**config.mk**
```make
export PLATFORM = sky130hd
export DESIGN_NAME = motor_pwm_driver
export DESIGN_NICKNAME = d
export VERILOG_FILES = /design/src/rtl/rover_motor_pkg.sv /design/src/rtl/motor_channel.sv /design/src/rtl/motor_pwm_driver.sv
export SDC_FILE = /design/constraint.sdc
export NUM_CORES = 1
export LEC_CHECK = 0
export CAP_MARGIN = 5
export CORE_ASPECT_RATIO = 0.7
export CORE_MARGIN = 8
export CORE_UTILIZATION = 60
export CTS_CLUSTER_SIZE = 14
export DETAILED_ROUTE_END_ITERATION = 10
export PLACE_DENSITY = 0.78
export SLEW_MARGIN = 10
export SYNTH_ARGS = -nofsm -noshare
export SYNTH_HDL_FRONTEND = slang
export SYNTH_SLANG_ARGS = --single-unit
```
**constraint.sdc**
```tcl
create_clock -name clk -period 4 [get_ports clk]
set_input_delay 1.2 -clock clk [delete_from_list [all_inputs] [get_ports clk]]
set_output_delay 1.2 -clock clk [all_outputs]
set_load 0.005 [all_outputs]
```
**src/rtl/rover_motor_pkg.sv**
```systemverilog
// rtl/rover_motor_pkg.sv - shared codes, channel states and default parameters for the motor PWM driver
package rover_motor_pkg;

  // Per-wheel direction codes as carried on the motor command word
  localparam logic [1:0] CMD_COAST = 2'b00;
  localparam logic [1:0] CMD_FWD   = 2'b01;
  localparam logic [1:0] CMD_REV   = 2'b10;

  // Per-channel bridge state
  typedef enum logic [1:0] {
    ST_COAST = 2'd0,
    ST_RUN   = 2'd1,
    ST_DEAD  = 2'd2
  } chan_state_t;

  // Default build parameters
  localparam int DEF_PWM_BITS  = 8;
  localparam int DEF_DUTY_MAX  = 200;
  localparam int DEF_RAMP_STEP = 8;
  localparam int DEF_RAMP_DIV  = 1000;
  localparam int DEF_DEADTIME  = 50;

  // Code 11 is treated as coast so both legs can never be requested together
  function automatic logic [1:0] decode_req(input logic [1:0] code);
    logic [1:0] req;
    case (code)
      CMD_FWD: req = CMD_FWD;
      CMD_REV: req = CMD_REV;
      default: req = CMD_COAST;
    endcase
    return req;
  endfunction

endpackage

```
**src/rtl/motor_channel.sv**
```systemverilog
// rtl/motor_channel.sv - one wheel: request decode, soft-start ramp, dead-time and leg drive
module motor_channel
  import rover_motor_pkg::*;
#(
  parameter int PWM_BITS  = DEF_PWM_BITS,
  parameter int DUTY_MAX  = DEF_DUTY_MAX,
  parameter int RAMP_STEP = DEF_RAMP_STEP,
  parameter int DEADTIME  = DEF_DEADTIME
) (
  input  logic                i_clk,
  input  logic                i_rst_n,
  input  logic [1:0]          i_cmd,
  input  logic                i_ramp_tick,
  input  logic [PWM_BITS-1:0] i_pwm_cnt,
  output logic [1:0]          o_hb,
  output logic [PWM_BITS-1:0] o_duty,
  output logic                o_dead
);

  localparam int TW = $clog2(DEADTIME + 1);
  localparam logic [PWM_BITS:0] STEP_W  = (PWM_BITS + 1)'(RAMP_STEP);
  localparam logic [PWM_BITS:0] MAX_W   = (PWM_BITS + 1)'(DUTY_MAX);
  localparam logic [TW-1:0]     DT_LOAD = TW'(DEADTIME - 1);

  chan_state_t         r_state;
  chan_state_t         w_state_nxt;
  logic [1:0]          r_dir;
  logic [1:0]          w_dir_nxt;
  logic [PWM_BITS-1:0] r_duty;
  logic [PWM_BITS-1:0] w_duty_nxt;
  logic [TW-1:0]       r_timer;
  logic [TW-1:0]       w_timer_nxt;
  logic [PWM_BITS-1:0] r_duty_eff;
  logic [PWM_BITS-1:0] w_eff;
  logic                w_pwm_on;
  logic [1:0]          w_req;
  logic [PWM_BITS:0]   w_sum;
  logic [1:0]          r_hb;
  logic                r_dead;

  assign w_req = decode_req(i_cmd);
  // Widened add so the ramp saturates instead of wrapping
  assign w_sum = {1'b0, r_duty} + STEP_W;

  // State register with ramp duty, direction and dead-time timer
  always_ff @(posedge i_clk or negedge i_rst_n) begin
    if (!i_rst_n) begin
      r_state <= ST_COAST;
      r_dir   <= CMD_COAST;
      r_duty  <= '0;
      r_timer <= '0;
    end else begin
      r_state <= w_state_nxt;
      r_dir   <= w_dir_nxt;
      r_duty  <= w_duty_nxt;
      r_timer <= w_timer_nxt;
    end
  end

  // Next-state logic; any transition out of RUN takes priority over a ramp tick
  always_comb begin
    w_state_nxt = r_state;
    w_dir_nxt   = r_dir;
    w_duty_nxt  = r_duty;
    w_timer_nxt = r_timer;
    case (r_state)
      ST_COAST: begin
        w_duty_nxt = '0;
        if (w_req != CMD_COAST) begin
          w_state_nxt = ST_RUN;
          w_dir_nxt   = w_req;
        end
      end
      ST_RUN: begin
        if (w_req == CMD_COAST) begin
          w_state_nxt = ST_COAST;
          w_duty_nxt  = '0;
        end else if (w_req != r_dir) begin
          w_state_nxt = ST_DEAD;
          w_timer_nxt = DT_LOAD;
          w_duty_nxt  = '0;
        end else if (i_ramp_tick) begin
          w_duty_nxt = (w_sum > MAX_W) ? MAX_W[PWM_BITS-1:0] : w_sum[PWM_BITS-1:0];
        end
      end
      ST_DEAD: begin
        w_duty_nxt = '0;
        // Timer runs to zero regardless of request changes; only then is the request honoured
        if (r_timer == '0) begin
          if (w_req == CMD_COAST) begin
            w_state_nxt = ST_COAST;
          end else begin
            w_state_nxt = ST_RUN;
            w_dir_nxt   = w_req;
          end
        end else begin
          w_timer_nxt = r_timer - 1'b1;
        end
      end
      default: begin
        w_state_nxt = ST_COAST;
        w_duty_nxt  = '0;
      end
    endcase
  end

  // At the period start the fresh duty is used directly so the whole period shares one value
  assign w_eff    = (i_pwm_cnt == '0) ? r_duty : r_duty_eff;
  assign w_pwm_on = (i_pwm_cnt < w_eff);

  // Effective duty only changes on the PWM period boundary
  always_ff @(posedge i_clk or negedge i_rst_n) begin
    if (!i_rst_n) begin
      r_duty_eff <= '0;
    end else if (i_pwm_cnt == '0) begin
      r_duty_eff <= r_duty;
    end
  end

  // Registered leg drive; only the leg matching the latched direction ever pulses
  always_ff @(posedge i_clk or negedge i_rst_n) begin
    if (!i_rst_n) begin
      r_hb   <= 2'b00;
      r_dead <= 1'b0;
    end else begin
      r_dead <= (r_state == ST_DEAD);
      if (r_state == ST_RUN) begin
        r_hb <= (r_dir == CMD_FWD) ? {w_pwm_on, 1'b0} : {1'b0, w_pwm_on};
      end else begin
        r_hb <= 2'b00;
      end
    end
  end

  assign o_hb   = r_hb;
  assign o_duty = r_duty;
  assign o_dead = r_dead;

endmodule

```
**src/rtl/motor_pwm_driver.sv**
```systemverilog
// rtl/motor_pwm_driver.sv - two-wheel H-bridge driver with shared PWM counter and ramp prescaler
module motor_pwm_driver
  import rover_motor_pkg::*;
#(
  parameter int PWM_BITS  = DEF_PWM_BITS,
  parameter int DUTY_MAX  = DEF_DUTY_MAX,
  parameter int RAMP_STEP = DEF_RAMP_STEP,
  parameter int RAMP_DIV  = DEF_RAMP_DIV,
  parameter int DEADTIME  = DEF_DEADTIME
) (
  input  logic                clk,
  input  logic                rst_n,
  input  logic [3:0]          motor_cmd,
  output logic [1:0]          hb_l,
  output logic [1:0]          hb_r,
  output logic [PWM_BITS-1:0] duty_l,
  output logic [PWM_BITS-1:0] duty_r,
  output logic                dead_l,
  output logic                dead_r
);

  localparam int PW = $clog2(RAMP_DIV + 1);
  localparam logic [PW-1:0] PRE_LAST = PW'(RAMP_DIV - 1);

  logic [3:0]          r_cmd;
  logic [PWM_BITS-1:0] r_pwm_cnt;
  logic [PW-1:0]       r_pre;
  logic                w_ramp_tick;

  assign w_ramp_tick = (r_pre == PRE_LAST);

  // Single register stage on the command word
  always_ff @(posedge clk or negedge rst_n) begin
    if (!rst_n) begin
      r_cmd <= 4'b0000;
    end else begin
      r_cmd <= motor_cmd;
    end
  end

  // Free-running PWM counter shared by both wheels, wraps naturally
  always_ff @(posedge clk or negedge rst_n) begin
    if (!rst_n) begin
      r_pwm_cnt <= '0;
    end else begin
      r_pwm_cnt <= r_pwm_cnt + 1'b1;
    end
  end

  // Ramp prescaler; the tick is the last count before wrapping
  always_ff @(posedge clk or negedge rst_n) begin
    if (!rst_n) begin
      r_pre <= '0;
    end else if (w_ramp_tick) begin
      r_pre <= '0;
    end else begin
      r_pre <= r_pre + 1'b1;
    end
  end

  motor_channel #(
    .PWM_BITS  (PWM_BITS),
    .DUTY_MAX  (DUTY_MAX),
    .RAMP_STEP (RAMP_STEP),
    .DEADTIME  (DEADTIME)
  ) u_left (
    .i_clk       (clk),
    .i_rst_n     (rst_n),
    .i_cmd       (r_cmd[3:2]),
    .i_ramp_tick (w_ramp_tick),
    .i_pwm_cnt   (r_pwm_cnt),
    .o_hb        (hb_l),
    .o_duty      (duty_l),
    .o_dead      (dead_l)
  );

  motor_channel #(
    .PWM_BITS  (PWM_BITS),
    .DUTY_MAX  (DUTY_MAX),
    .RAMP_STEP (RAMP_STEP),
    .DEADTIME  (DEADTIME)
  ) u_right (
    .i_clk       (clk),
    .i_rst_n     (rst_n),
    .i_cmd       (r_cmd[1:0]),
    .i_ramp_tick (w_ramp_tick),
    .i_pwm_cnt   (r_pwm_cnt),
    .o_hb        (hb_r),
    .o_duty      (duty_r),
    .o_dead      (dead_r)
  );

endmodule

```
==> impl_metrics.json <==
{
  "rsz0062_at_grt": "no",
  "nets": 413,
  "synth_area_leaders": "dfrtp_1 51%, ha_1 8.6%, inv_1 3.1%, nor2_1 3.0%, nand2_1 2.5%",
  "fp-row-count": 23,
  "status": "finished, final reports clean",
  "max-clock-path-buffers": 2,
  "ys.flop_type": "dfrtp_1",
  "worst_setup_path_start_kind": "register",
  "maxSlewHeadroom_pct": 48.5,
  "io_pins": 28,
  "holdWs_ns": 0.469,
  "core_area_um2": 5810,
  "grt_pass1_vias": 2560,
  "num-fill-cells": 428,
  "synth_edf_count": 0,
  "wl_per_cell_um": 14.8,
  "wl_um": 6820,
  "port_buffers": 21,
  "rr_worst_depth": 12,
  "insertedDiodeCount": 0,
  "fmax_mhz": 321,
  "synth_seq_cells": 74,
  "root_buffer": "clkbuf_8",
  "final-max-slew-violation-count": 0,
  "busiest_layer": "met2",
  "h-tree-depth": 3,
  "dp_slack_ns": 0.901,
  "cts.sinks": 74,
  "drive_above_1_share_pct": 7.25,
  "drc": 0,
  "grt_max_degree": 30,
  "yosysUniqueCellTypes": 53,
  "start_util_pct": 62.9,
  "design.die.area_um2": 8880,
  "routabilityCongestion": 0.814,
  "min_period_ns": 3.12,
  "synthArstFlopShare_pct": 100,
  "die_w_um": 109,
  "cts_setup_buffers": 0,
  "grt_use_met3_pct": 6.48,
  "crit_arrival_ns": 3.35,
  "setup_slack_ns": 0.880,
  "antenna_found_initial": 0,
  "fp.dieH_um": 81.3,
  "avgSynthCellArea_um2": 10.4,
  "worst_pin_slew_ns": 0.770,
  "syn_area_um2": 3650,
  "synthCells": 352,
  "cp.required_ns": 4.23,
  "via_count": 2596,
  "area_growth_syn_to_layout_pct": 12.6,
  "grt_pass1_wl_um": 11800,
  "clk_pin_slew_ns": 0.07,
  "ys_seq_area_share_pct": 50.7,
  "numCtsBuffers": 9,
  "drtIter0Drc": 120,
  "grt_overflow": 0,
  "cts_tree": "built",
  "setup_tns_ns": 0,
  "cap_violations": 0,
  "met1_usage_pct": 21.8,
  "critical_path.max_fanout": 20,
  "track_usage_pct": 17.0,
  "routed_via_density": 5.63,
  "criticalPathCategory": "reg -> reg",
  "vdd_drop_max_mv": 0.442,
  "fin_crit_sh_pct": 78.0,
  "clock_latency_ns": 0.34,
  "met2_usage_pct": 26.2,
  "finalSetupViolCount": 0,
  "dpl.hpwl_um": 5010,
  "yosysWarnings": 0,
  "end_kind": "register",
  "cts-hold-fix-buffers": 0,
  "cts_resized": 0,
  "fin_worst_skew_ns": 0.00657,
  "ant_nets": 0,
  "hold_path.class": "reg -> reg",
  "power.static_leakage_uw": 0.00197,
  "synth_top_cell_by_area": "dfrtp_1",
  "holdPathStages": 2,
  "dr.pass1.iters": 4,
  "hold_viol_final": 0,
  "power_density_nw_per_um2": 451,
  "yosysTopAreaCellShare_pct": 50.7
}
[kinds of logic (layout without fill, tap and decap cells)]
| kind of cell | count (synthesis) | after routing | share of synthesized area, % |
|---|---|---|---|
| xor gates and xnor gates | 18 | 18 | 4.31 |
| other | 1 | 6 | 0.103 |
| buffers and inverters | 40 | 69 | 4.83 |
| AOI/OAI and AO/OA | 61 | 61 | 10.8 |
| DFF | 74 | 74 | 50.7 |
| and+or+nand+nor | 121 | 121 | 17.0 |
| adders and majority gates | 25 | 25 | 8.56 |
| muxes | 12 | 12 | 3.66 |
[cells in the mapped netlist (3+ instances only)]
cell,n
xnor2_1,9
o41ai_1,3
a211oi_1,4
a21oi_1,17
nor3_1,9
inv_1,30
and2_1,4
dfrtp_1,74
mux2i_1,7
ha_1,25
a31oi_1,5
nor2_1,29
buf_4,6
nand2b_1,10
or3_1,3
mux2_2,3
nand3_1,17
o21ai_0,12
nand2_1,24
and3_1,3
xor2_1,9
buf_2,3
nand4_1,5
[critical path, stage by stage (launching register included)]
cell      delay (ns)
dfrtp_1         0.43
inv_1           0.12
ha_1            0.15
nor4b_1         0.22
nand2_1         0.50
mux2_2          0.47
inv_1           0.06
ha_1            0.22
a21oi_1         0.14
nor2b_1         0.07
o21ai_0         0.17
o211ai_1        0.15
nor4_1          0.30
[report_power, final]
| group | switching (uW) | leakage, uW | internal (uW) |
|---|---|---|---|
| Combinational | 210 | 0.000918 | 179 |
| Clock | 253 | 0.0000962 | 300 |
| Sequential | 76.9 | 0.000958 | 839 |
[worst paths after layout]
check,from,end,slack (ns)
setup / recovery,r_pwm_cnt[0],u_right.o_hb[1],0.88
hold / removal,u_right.r_duty_eff[2],u_right.r_duty_eff[2],0.47
setup reg to reg,r_pwm_cnt[0],u_right.o_hb[1],0.88
hold reg to reg,u_right.r_duty_eff[2],u_right.r_duty_eff[2],0.47
max in group asynchronous,rst_n,r_pre[7],2.38
min in group asynchronous,rst_n,u_right.r_timer[0],0.84
[registers in the layout, summed over array words and instances, names as in the netlist]
register,flops
r_cmd,4
r_pre,10
r_pwm_cnt,8
u_left.o_dead,1
u_left.o_duty,5
u_left.o_hb,2
u_left.r_dir,2
u_left.r_duty_eff,8
u_left.r_state,2
u_left.r_timer,6
u_right.o_dead,1
u_right.o_duty,5
u_right.o_hb,2
u_right.r_dir,2
u_right.r_duty_eff,8
u_right.r_state,2
u_right.r_timer,6
[final cells by class]
cell class                 instances  area (um^2)  share of cell area (%)
sequential                        74         1850                    45.0
multi-input combinational        243         1650                    40.0
timing repair buffer              24          228                    5.53
inverter                          30          113                    2.74
clock buffer                      12          145                    3.53
clock inverter                     3         40.0                   0.973
tap                               75         93.8                    2.28
[through the flow]
stage	power (uW)	instances	util, %	instance area [um^2]
after detailed placement	1320	446	67.6	3930
after floorplan	1210	357	-	3670
after global placement	1300	446	67.6	3930
after CTS	1870	461	70.8	4120
after global routing	1970	461	70.8	4120
final	1860	461	70.8	4120
[placed cells by master, fill, tap and decap left out, types with 2 or more instances in the layout]
cell type,count
nor4b_1,2
dfrtp_1,74
o21bai_1,2
xnor2_1,9
nor2b_1,2
inv_1,30
nor4_1,2
nand2b_1,10
clkbuf_1,2
and2_1,4
clkinv_2,2
o41ai_1,3
mux2i_1,7
nor2_1,29
o31ai_1,2
o21a_1,2
xor2_1,9
a21o_1,2
nand3_1,17
ha_1,25
mux2_2,3
mux2_4,2
clkdlybuf4s50_1,20
a211oi_1,4
nor3_1,9
nand2_1,24
o21ai_0,12
nor3b_1,2
o22ai_1,2
nand4b_1,2
or3_1,3
a21oi_1,17
conb_1,6
and3_1,3
a31oi_1,5
nand4_1,5
clkbuf_8,10
buf_4,3
[per-layer routing]
| metal | wire, um | vias up |
|---|---|---|
| met5 | 0 | - |
| met4 | 87 | 0 |
| met3 | 312 | 12 |
| met2 | 3010 | 40 |
| met1 | 3410 | 1262 |
| li1 | - | 1282 |
Power figures use the tool's default switching activity.
